## src/rtl/key_event_decoder.sv

```systemverilog
// rtl/key_event_decoder.sv - classifies debounced key activity into short/long/double/repeat pulses
// Optional auto-repeat during a long hold is compiled in with `define KEY_REPEAT_EN.
module key_event_decoder #(
  parameter int unsigned LONG_CYCLES   = 50_000_000,
  parameter int unsigned DCLICK_CYCLES = 15_000_000,
  parameter int unsigned REPEAT_CYCLES = 10_000_000,
  parameter int unsigned CNT_W         = 26
) (
  input  logic clk,
  input  logic rst,
  input  logic key_value,
  input  logic key_flag,
  output logic short_pulse,
  output logic long_pulse,
  output logic double_pulse,
  output logic repeat_pulse,
  output logic held
);

  typedef enum logic [2:0] {
    S_IDLE,
    S_PRESS1,
    S_GAP,
    S_HOLD,
    S_WAIT_REL
  } state_t;

  localparam longint unsigned CNT_MAX = (64'd1 << CNT_W) - 64'd1;

  if (64'(LONG_CYCLES) > CNT_MAX || 64'(DCLICK_CYCLES) > CNT_MAX ||
      64'(REPEAT_CYCLES) > CNT_MAX) begin : g_cnt_w_too_narrow
    $error("key_event_decoder: CNT_W cannot hold the largest cycle count");
  end

  localparam logic [CNT_W-1:0] LONG_LAST   = CNT_W'(LONG_CYCLES - 1);
  localparam logic [CNT_W-1:0] DCLICK_LAST = CNT_W'(DCLICK_CYCLES - 1);

  state_t           state_q, state_d;
  logic [CNT_W-1:0] cnt_q, cnt_d, cnt_inc;
  logic             key_state_q, key_state_d;
  logic             short_q, short_d;
  logic             long_q, long_d;
  logic             double_q, double_d;
  logic             held_q, held_d;
  logic             repeat_d;
  logic             key_press, key_release;

  assign cnt_inc     = (&cnt_q) ? cnt_q : cnt_q + CNT_W'(1);
  assign key_press   = key_flag & ~key_value & key_state_q;
  assign key_release = key_flag & key_value & ~key_state_q;

`ifdef KEY_REPEAT_EN
  localparam logic [CNT_W-1:0] REPEAT_LAST = CNT_W'(REPEAT_CYCLES - 1);
  logic repeat_q;
`endif

  // Timeouts look at the incremented count so the registered pulse lands
  // exactly N cycles after the deciding flag; a key event always wins.
  always_comb begin
    state_d     = state_q;
    cnt_d       = cnt_inc;
    key_state_d = key_flag ? key_value : key_state_q;
    short_d     = 1'b0;
    long_d      = 1'b0;
    double_d    = 1'b0;
    repeat_d    = 1'b0;
    unique case (state_q)
      S_IDLE: begin
        if (key_press) state_d = S_PRESS1;
      end
      S_PRESS1: begin
        if (key_release) begin
          state_d = S_GAP;
        end else if (cnt_inc == LONG_LAST) begin
          long_d  = 1'b1;
          state_d = S_HOLD;
        end
      end
      S_GAP: begin
        if (key_press) begin
          double_d = 1'b1;
          state_d  = S_WAIT_REL;
        end else if (cnt_inc == DCLICK_LAST) begin
          short_d = 1'b1;
          state_d = S_IDLE;
        end
      end
      S_HOLD: begin
        if (key_release) begin
          state_d = S_IDLE;
`ifdef KEY_REPEAT_EN
        end else if (cnt_q == REPEAT_LAST) begin
          repeat_d = 1'b1;
          cnt_d    = '0;
`endif
        end
      end
      S_WAIT_REL: begin
        if (key_release) state_d = S_IDLE;
      end
      default: state_d = S_IDLE;
    endcase
    if (state_d != state_q) cnt_d = '0;
    held_d = ~key_state_d;
  end

  always_ff @(posedge clk or posedge rst) begin
    if (rst) begin
      state_q     <= S_IDLE;
      cnt_q       <= '0;
      key_state_q <= 1'b1;
      short_q     <= 1'b0;
      long_q      <= 1'b0;
      double_q    <= 1'b0;
      held_q      <= 1'b0;
    end else begin
      state_q     <= state_d;
      cnt_q       <= cnt_d;
      key_state_q <= key_state_d;
      short_q     <= short_d;
      long_q      <= long_d;
      double_q    <= double_d;
      held_q      <= held_d;
    end
  end

`ifdef KEY_REPEAT_EN
  always_ff @(posedge clk or posedge rst) begin
    if (rst) repeat_q <= 1'b0;
    else     repeat_q <= repeat_d;
  end
  assign repeat_pulse = repeat_q;
`else
  assign repeat_pulse = 1'b0;
`endif

  assign short_pulse  = short_q;
  assign long_pulse   = long_q;
  assign double_pulse = double_q;
  assign held         = held_q;

endmodule

```

## config.mk

```make
export PLATFORM = sky130hd
export DESIGN_NAME = key_event_decoder
export DESIGN_NICKNAME = d
export VERILOG_FILES = /design/src/rtl/key_event_decoder.sv
export SDC_FILE = /design/constraint.sdc
export NUM_CORES = 1
export LEC_CHECK = 0
export BUFFER_PORTS_ARGS = -buffer_cell sky130_fd_sc_hd__buf_2
export CAP_MARGIN = 40
export CORE_MARGIN = 2
export CORE_UTILIZATION = 30
export DETAILED_ROUTE_END_ITERATION = 10
export PLACE_DENSITY = 0.5
export REMOVE_ABC_BUFFERS = 1
export SKIP_CTS_REPAIR_TIMING = 1
export SLEW_MARGIN = 10
export SYNTH_ARGS = -nofsm -noshare
export SYNTH_HDL_FRONTEND = slang
export SYNTH_SLANG_ARGS = --single-unit
```

## constraint.sdc

```tcl
create_clock -name clk -period 6.9 [get_ports clk]
set_input_delay 0.345 -clock clk [delete_from_list [all_inputs] [get_ports clk]]
set_output_delay 0.345 -clock clk [all_outputs]
set_load 0.02 [all_outputs]
```

Yosys cells after proc, flatten, opt, wreduce, memory -nomap -nowiden
Cells that the tools add are included.

Multiplexer cells: 18. Eq/ne operators: 7. Reduce and logical (&&, ||, !) cells: 3. Bitwise operators: 7. Add/sub/neg operators: 1.

Operators by type and width (count): $mux 26 (2); $add 26x1->26 const B (1); $eq 26x24->1 const B (1); $eq 26x26->1 const B (1); $reduce_and 26->1 (1); $mux 3 (6); $pmux 3 s4 (1); $mux 1 (9); $eq 3x2->1 const B (2); $and 1x1->1 (4); $eq 3x1->1 const B (1); $eq 3x3->1 const B (1); $logic_not 3->1 (1); $ne 3x3->1 (1); $not 1->1 (3); $reduce_or 2->1 (1).

Bits of input ports: 4. Logic and storage cells: 43. Register bits: 34. Output and inout bits: 5.

Longest topological paths before layout
Gate-level depths: netlist of run 1.

Word-level depth: 8. Gate-level depth with buffers: 11. Mapped depth without buffers: 8.

Worst setup path after synthesis of run 1
No wires, ideal clock.

Path type: reg2reg. From: reg cnt_q[17]. To: reg cnt_q[19]. Data required time: 6.764 ns. Path buffers: 2. Library setup time: 0.136 ns. Data arrival time: 2.597 ns. Clock period less this slack: 2.733 ns. Slack: 4.167 ns. Stages on the path, launching flop included: 10. Path through: dfrtp_1 > buf_2 > nand3_2 > or4b_4 > a2111oi_4 > a2bb2o_4 > or4_4 > o21ai_4 > buf_6 > o22ai_1.

Longest elaborated chain between the ends: 8. Elaborated cells between the ends (all ways): 12. Classes of those cells: add/sub: 1; eq/ne: 3; mux: 7; reduce/logical: 1.

Ends and longest elaborated chain: start: declaration (RTL line 39) `logic [CNT_W-1:0] cnt_q, cnt_d, cnt_inc;`; start signal: assignment (RTL line 118) `cnt_q <= cnt_d;`; $add 26x1->26 or $reduce_and 26->1 (tied branches) (RTL line 48) `assign cnt_inc = (&cnt_q) ? cnt_q : cnt_q + CNT_W'(1);`; $mux 26 * (RTL line 48); $eq 26x24->1 or $eq 26x26->1 (tied branches) (RTL line 83, 74); $mux 3, on equally long branches (RTL line 83, 74); $mux 3, on equally long branches (RTL line 80, 72); $pmux 3 s4 (RTL line 67) `unique case (state_q)`; $ne 3x3->1 (RTL line 103) `if (state_d != state_q) cnt_d = '0;`; $mux 26 * (RTL line 103); via cnt_d[19] (RTL line 39).

The timed path passes the listed nets; every way through them passes the cells marked *.

Worst setup path in the final report of run 1
From: reg cnt_q[0]. To: reg cnt_q[1].

Same word-level chain as after synthesis.

==> results of run 1 <==
==> through the flow <==
stage	instances	setup slack (ns)	power (mW)	util [%]
floorplan	287	3.54	0.359	-
global placement	402	3.45	0.408	31.9
detailed placement	402	3.29	0.412	31.9
CTS	410	3.28	0.644	33.6
global route	410	2.97	0.682	33.6
finish	410	3.24	0.637	33.6
==> cells by family after synthesis <==
family	after synthesis	synth area share, %
AOI/OAI and AO/OA	76	20.8
muxes	4	1.56
xor gates and xnor gates	16	5.46
other	1	0.146
and+or+nand+nor	148	32.5
buffers and inverters	31	5.90
DFF	34	33.2
adders and majority gates	1	0.487
==> layout make-up <==
class,count,area (um^2),area share (%)
Multi-Input combinational cell,246,1570,56.4
Tap cell,105,131,4.73
Sequential cell,34,852,30.7
Clock buffer,6,82.6,2.97
Timing Repair Buffer,10,57.6,2.07
Clock inverter,2,60.1,2.16
Inverter,7,26.3,0.946
==> worst reg2reg max path, stage by stage, from the launching register on <==
cell and delay, ns:
dfrtp_1 0.48, ha_1 0.29, nand3_1 0.39, nor2_1 0.54, a21oi_1 0.17, or3_1 0.42
or4_4 0.52, o21ai_4 0.52, o22ai_1 0.20
==> routing by layer <==
layer  vias up  routed length [um]  GRT usage, %  share of wire (%)
met1      1149                3310          21.6                 47
met3        15                 309          2.87                4.4
met5         -                   0             0                  0
li1       1142                   -             -                  -
met4         0                 189          5.75                2.7
met2        68                3260          26.9                 46
==> synth_stat cells (all sizes together) (11+ instances only) <==
master,n
nor2,35
o22ai,19
dfrtp,33
nand2b,13
o21ai,17
nor4,11
nor3,12
buf,14
nand3,14
nand2,16
nand4,15
==> worst min path at each step <==
stage / slack, ns / to / from / depth (start not counted)
after floorplan: 0.43 / double_pulse$_DFF_PP0_ / key_value / 1
after global placement: 0.47 / held$_DFF_PP0_ / rst / 3
after detailed placement: 0.48 / held$_DFF_PP0_ / rst / 3
after CTS: 0.16 / held$_DFF_PP0_ / rst / 3
after global routing: 0.19 / cnt_q[7]$_DFF_PP0_ / rst / 3
final: 0.15 / cnt_q[7]$_DFF_PP0_ / rst / 3
==> sequential cells by signal, indices dropped and copies added, names as in the netlist <==
name / count
long_pulse: 1
held: 1
double_pulse: 1
key_state_q: 1
short_pulse: 1
cnt_q: 26
state_q: 3
==> power groups by stage <==
| stage | clock network (mW) | registers [mW] | logic (mW) |
|---|---|---|---|
| 5_1_grt | 0.248 | 0.257 | 0.177 |
| 2_1_floorplan | 0 | 0.249 | 0.110 |
| 3_3_place_gp | 0 | 0.255 | 0.153 |
| 3_5_place_dp | 0 | 0.256 | 0.156 |
| 4_1_cts | 0.235 | 0.253 | 0.157 |
| 6_report | 0.229 | 0.253 | 0.155 |
==> qor.yml, run 1 <==
run_status:
  status: "finished clean"
cts:
  htreeDepth: 2
  root_buffer: "clkbuf_8"
  clk_latency_ns: 0.29
  cts_tree: "built"
  clock_path_buffers: 2
  clock-sinks: 34
  cts_buffers: 5
  clk_pin_slew_ns: 0.07
setup_path:
  crit_chain: "ha_1 > nand3_1 > nor2_1 > a21oi_1 > or3_1 > or4_4 > o21ai_4 > o22ai_1"
  start_kind: "flop"
  cp_slowest_cell: "nor2_1"
  critPathTopFamily: "simple AND/OR/NAND/NOR gates"
  worstReg2RegEnd: "cnt_q[1]$_DFF_PP0_"
  r2r_cells: 8
  endpoint: "cnt_q[1]$_DFF_PP0_"
  required_ns: 7.03
  critPathMaxFanout: 22
  critPathBufInv: 0
  critPathKind: "flop to flop"
  end_kind: "flop"
  critPathMaxStageDelay_ns: 0.53
  startpoint: "cnt_q[0]$_DFF_PP0_"
  worst-r2r-setup-slack_ns: 3.24
  crit_cells: 8
  arrival_ns: 3.79
  r2r-start: "cnt_q[0]$_DFF_PP0_"
grt:
  track_usage_pct: 16.3
  grt_max_degree: 35
  grt_pass1_vias: 2166
  gr-total-overflow: 0
  grt_first_pass_wirelength_um: 11600
  antenna_found_initial: 0
routing:
  postRouteAntennaNets: 0
  dr_total_vias: 2374
  via_per_inst: 5.79
  drc: 0
  drt-total-wl_um: 7070
  dr.pass1.iters: 4
  first_iter_violations: 158
  post_drt_wl_per_cell_um: 17.3
job:
  drv_cap: 0
finish:
  layout_commonest_cell: "nor2_1"
  diodes: 0
  final_area_um2: 2780
  drive_gt1_share_pct: 9.84
  syn2layout_area_growth_pct: 8.24
  final_cell_mix: "nor2_1, dfrtp_1, o22ai_1"
  layout.nets: 309
  fill_cells: 875
timing:
  rsz0062_at_grt: "no"
  fmax_ghz: 0.273
  period_needed_ns: 3.66
  drv_slew: 0
  finalSetupTns_ns: 0
  setup_viol: 0
  relSlewSlack_pct: 49.5
  hold_ws_ns: 0.151
  finalHoldViolations: 0
  fin_crit_sh_pct: 53.0
  worstMarginPinSlew_ns: 0.758
  skew_ns: 0.00633
synthesis:
  synth_top_area_share_pct: 32.2
  synthArstFlopShare_pct: 100
  ys.flop_type: "dfrtp_1"
  synth_cell_types: 58
  ys_seq_elements: 34
  syn_area_per_cell_um2: 8.25
  synth_edf_count: 0
  syn-cell-area_um2: 2570
  syn_inst: 311
  yosysSeqAreaShare_pct: 33.2
  synth_area_leaders: "dfrtp_1, nor2_1, o22ai_1"
  yosysWarnings: 0
  yosysTopAreaCell: "dfrtp_1"
power:
  p_sw_uw: 206
  seqPwrFrac_pct: 39.7
  p_int_uw: 431
  combPwrFrac_pct: 24.3
  clkPwrFrac_pct: 36.0
  swShare_pct: 32.4
  power_density_nw_per_um2: 229
  static-leakage-power_nw: 1.04
  vdd_drop_max_v: 0.0000662
placed_design:
  gp_congestion: 0.870
  dp_hpwl_um: 5130
  portBuffers: 7
  post_dp_cell_area_um2: 2640
floorplan:
  rows: 33
  die_area_um2: 9310
  dieHeight_um: 96.5
  ios: 9
  initial_utilization_pct: 31.1
  die_x_um: 96.5
  core_um2: 8260
min_path:
  hold_class: "input pin to asynchronous set/reset pin"
Note: power is estimated with default switching activity, not from simulation.
==> inputs of run 2 (changes only) <==
- PLACE_DENSITY: 0.5 -> 0.51
- clock period: 6.9 -> 3.1 ns (I/O delays scaled with it)
==> run 2 against run 1 <==
  * The flow now finishes with violations (hold timing)
  * Die area is the same
  * Fmax grew 29%
  * Sequential share of layout area shrank 2.2 points
  * Via count grew 3.1%
  * Total power grew 130%
  * Setup slack lost 3.0 ns
==> qor.yml, run 2 (synthesis gave the netlist of run 1 again) <==
power:
  power_density_nw_per_um2: 493  # was 229 nW/um^2
  vdd_drop_max_v: 0.000208  # was 0.0000662 V
  p_total_mw: 1.48  # was 637 uW
  static-leakage-power_nw: 1.17  # was 1.04 nW
floorplan:
  rows: 33  # unchanged
  die_x_um: 96.5  # unchanged
  ios: 9  # unchanged
  die_area_um2: 9310  # unchanged
  initial_utilization_pct: 31.1  # unchanged
  core_um2: 8260  # unchanged
  dieHeight_um: 96.5  # unchanged
grt:
  grt_max_degree: 35  # unchanged
  grt_first_pass_wirelength_um: 12800  # was 11600 um
  gr-total-overflow: 0  # unchanged
  grt_pass1_vias: 2425  # was 2166
  antenna_found_initial: 0  # unchanged
  track_usage_pct: 17.9  # was 16.3%
setup_path:
  critPathMaxFanout: 17  # was 22
  arrival_ns: 3.00  # was 3.79 ns
  start_kind: "flop"  # unchanged
  r2r-start: "cnt_q[22]$_DFF_PP0_"  # was cnt_q[0]$_DFF_PP0_
  end_kind: "flop"  # unchanged
  r2r_cells: 8  # unchanged
  required_ns: 3.27  # was 7.03 ns
  critPathKind: "flop to flop"  # unchanged
  worst-r2r-setup-slack_ns: 0.27  # was 3.24 ns
  worstReg2RegEnd: "cnt_q[12]$_DFF_PP0_"  # was cnt_q[1]$_DFF_PP0_
timing:
  rsz0062_at_grt: "no"  # unchanged
  finalSetupTns_ns: 0  # unchanged
  finalHoldViolations: 33  # was 0
  fin_crit_sh_pct: 91.1  # was 53.0%
  hold_ws_ns: -0.0519  # was 0.151 ns
  timing.final.ws_setup_ns: 0.275  # was 3.24 ns
  drv_slew: 0  # unchanged
  skew_ns: 0.0103  # was 0.00633 ns
  period_needed_ns: 2.83  # was 3.66 ns
  relSlewSlack_pct: 55.6  # was 49.5%
  worstMarginPinSlew_ns: 0.661  # was 0.758 ns
  setup_viol: 0  # unchanged
  fmax_ghz: 0.354  # was 0.273 GHz
placed_design:
  post-place-ws_ns: 0.324  # was 3.29 ns
  dp.cells: 428  # was 402
  gp_congestion: 0.907  # was 0.870
  dp_hpwl_um: 5570  # was 5130 um
  post_dp_cell_area_um2: 2860  # was 2640 um^2
  portBuffers: 7  # unchanged
cts:
  clk_latency_ns: 0.30  # was 0.29 ns
  root_buffer: "clkbuf_8"  # unchanged
  cts_tree: "built"  # unchanged
  cts_buffers: 5  # unchanged
  clk_pin_slew_ns: 0.09  # was 0.07 ns
  clock_path_buffers: 2  # unchanged
  htreeDepth: 2  # unchanged
  clock-sinks: 34  # unchanged
finish:
  fin_util_pct: 36.2  # was 33.6%
  largest_reg_flops: 26  # unchanged
  final_area_um2: 2990  # was 2780 um^2
  final_cell_mix: "nor2_1, dfrtp_1, buf_4"  # was nor2_1, dfrtp_1, o22ai_1
  syn2layout_area_growth_pct: 16.6  # was 8.24%
  top_regs: "cnt_q: 26 flops, state_q: 3 flops"  # unchanged
  fin_cells: 436  # was 410
  drive_gt1_share_pct: 16.9  # was 9.84%
  layout.nets: 335  # was 309
  top_register: "cnt_q"  # unchanged
  layout_commonest_cell: "nor2_1"  # unchanged
  diodes: 0  # unchanged
run_status:
  violations: "hold timing"
  status: "complete, but fails checks"  # was finished clean
min_path:
  hold_class: "input pin to asynchronous set/reset pin"  # unchanged
job:
  drv_cap: 0  # unchanged
routing:
  drc: 0  # unchanged
  dr.pass1.iters: 4  # unchanged
  dr_total_vias: 2447  # was 2374
  drt-total-wl_um: 7580  # was 7070 um
  post_drt_wl_per_cell_um: 17.4  # was 17.3 um
  postRouteAntennaNets: 0  # unchanged
  via_per_inst: 5.61  # was 5.79
  first_iter_violations: 186  # was 158
## run 2: layout make-up
type / instances / area [um^2]
well taps: 105 / 131
clock inverters: 3 / 68.8
multi-input cells: 246 / 1570
flip-flops and latches: 34 / 852
repair buffers: 36 / 278
inverters: 7 / 26.3
clock buffers: 5 / 68.8
fillers: 868 / 5270
## run 2: worst max path at each step
| stage | startpoint | end | slack [ns] | cells after the start |
|---|---|---|---|---|
| 2_1_floorplan | cnt_q[6]$_DFF_PP0_ | cnt_q[17]$_DFF_PP0_ | -0.26 | 7 |
| 3_3_place_gp | cnt_q[19]$_DFF_PP0_ | cnt_q[12]$_DFF_PP0_ | 0.32 | 8 |
| 3_5_place_dp | cnt_q[19]$_DFF_PP0_ | cnt_q[12]$_DFF_PP0_ | 0.32 | 8 |
| 4_1_cts | cnt_q[22]$_DFF_PP0_ | cnt_q[12]$_DFF_PP0_ | 0.29 | 8 |
| 5_1_grt | cnt_q[1]$_DFF_PP0_ | cnt_q[6]$_DFF_PP0_ | 0.12 | 9 |
| 6_report | cnt_q[22]$_DFF_PP0_ | cnt_q[12]$_DFF_PP0_ | 0.27 | 8 |
## run 2: routing by layer
layer / vias to the layer above / share of wire (%) / GRT usage [%]
met4: 0 / 1.5 / 5.52
met2: 73 / 46 / 27.8
li1: 1191 / - / -
met1: 1172 / 48 / 24.9
met3: 11 / 5.1 / 3.80
met5: - / 0 / 0
## run 2: power breakdown
| part | internal [mW] | switching (mW) | total, mW |
|---|---|---|---|
| sequential | 0.489 | 0.0606 | 0.549 |
| clock | 0.323 | 0.195 | 0.518 |
| combinational | 0.157 | 0.252 | 0.409 |
## run 2: worst max-delay path, stage by stage (launching register included)
cell and delay, ns:
dfrtp_1 0.47, nand2_1 0.18, or4b_4 0.53, a2111oi_4 0.40, a2bb2o_4 0.24, or4_4 0.43
o21ai_4 0.17, buf_12 0.17, o22ai_1 0.10
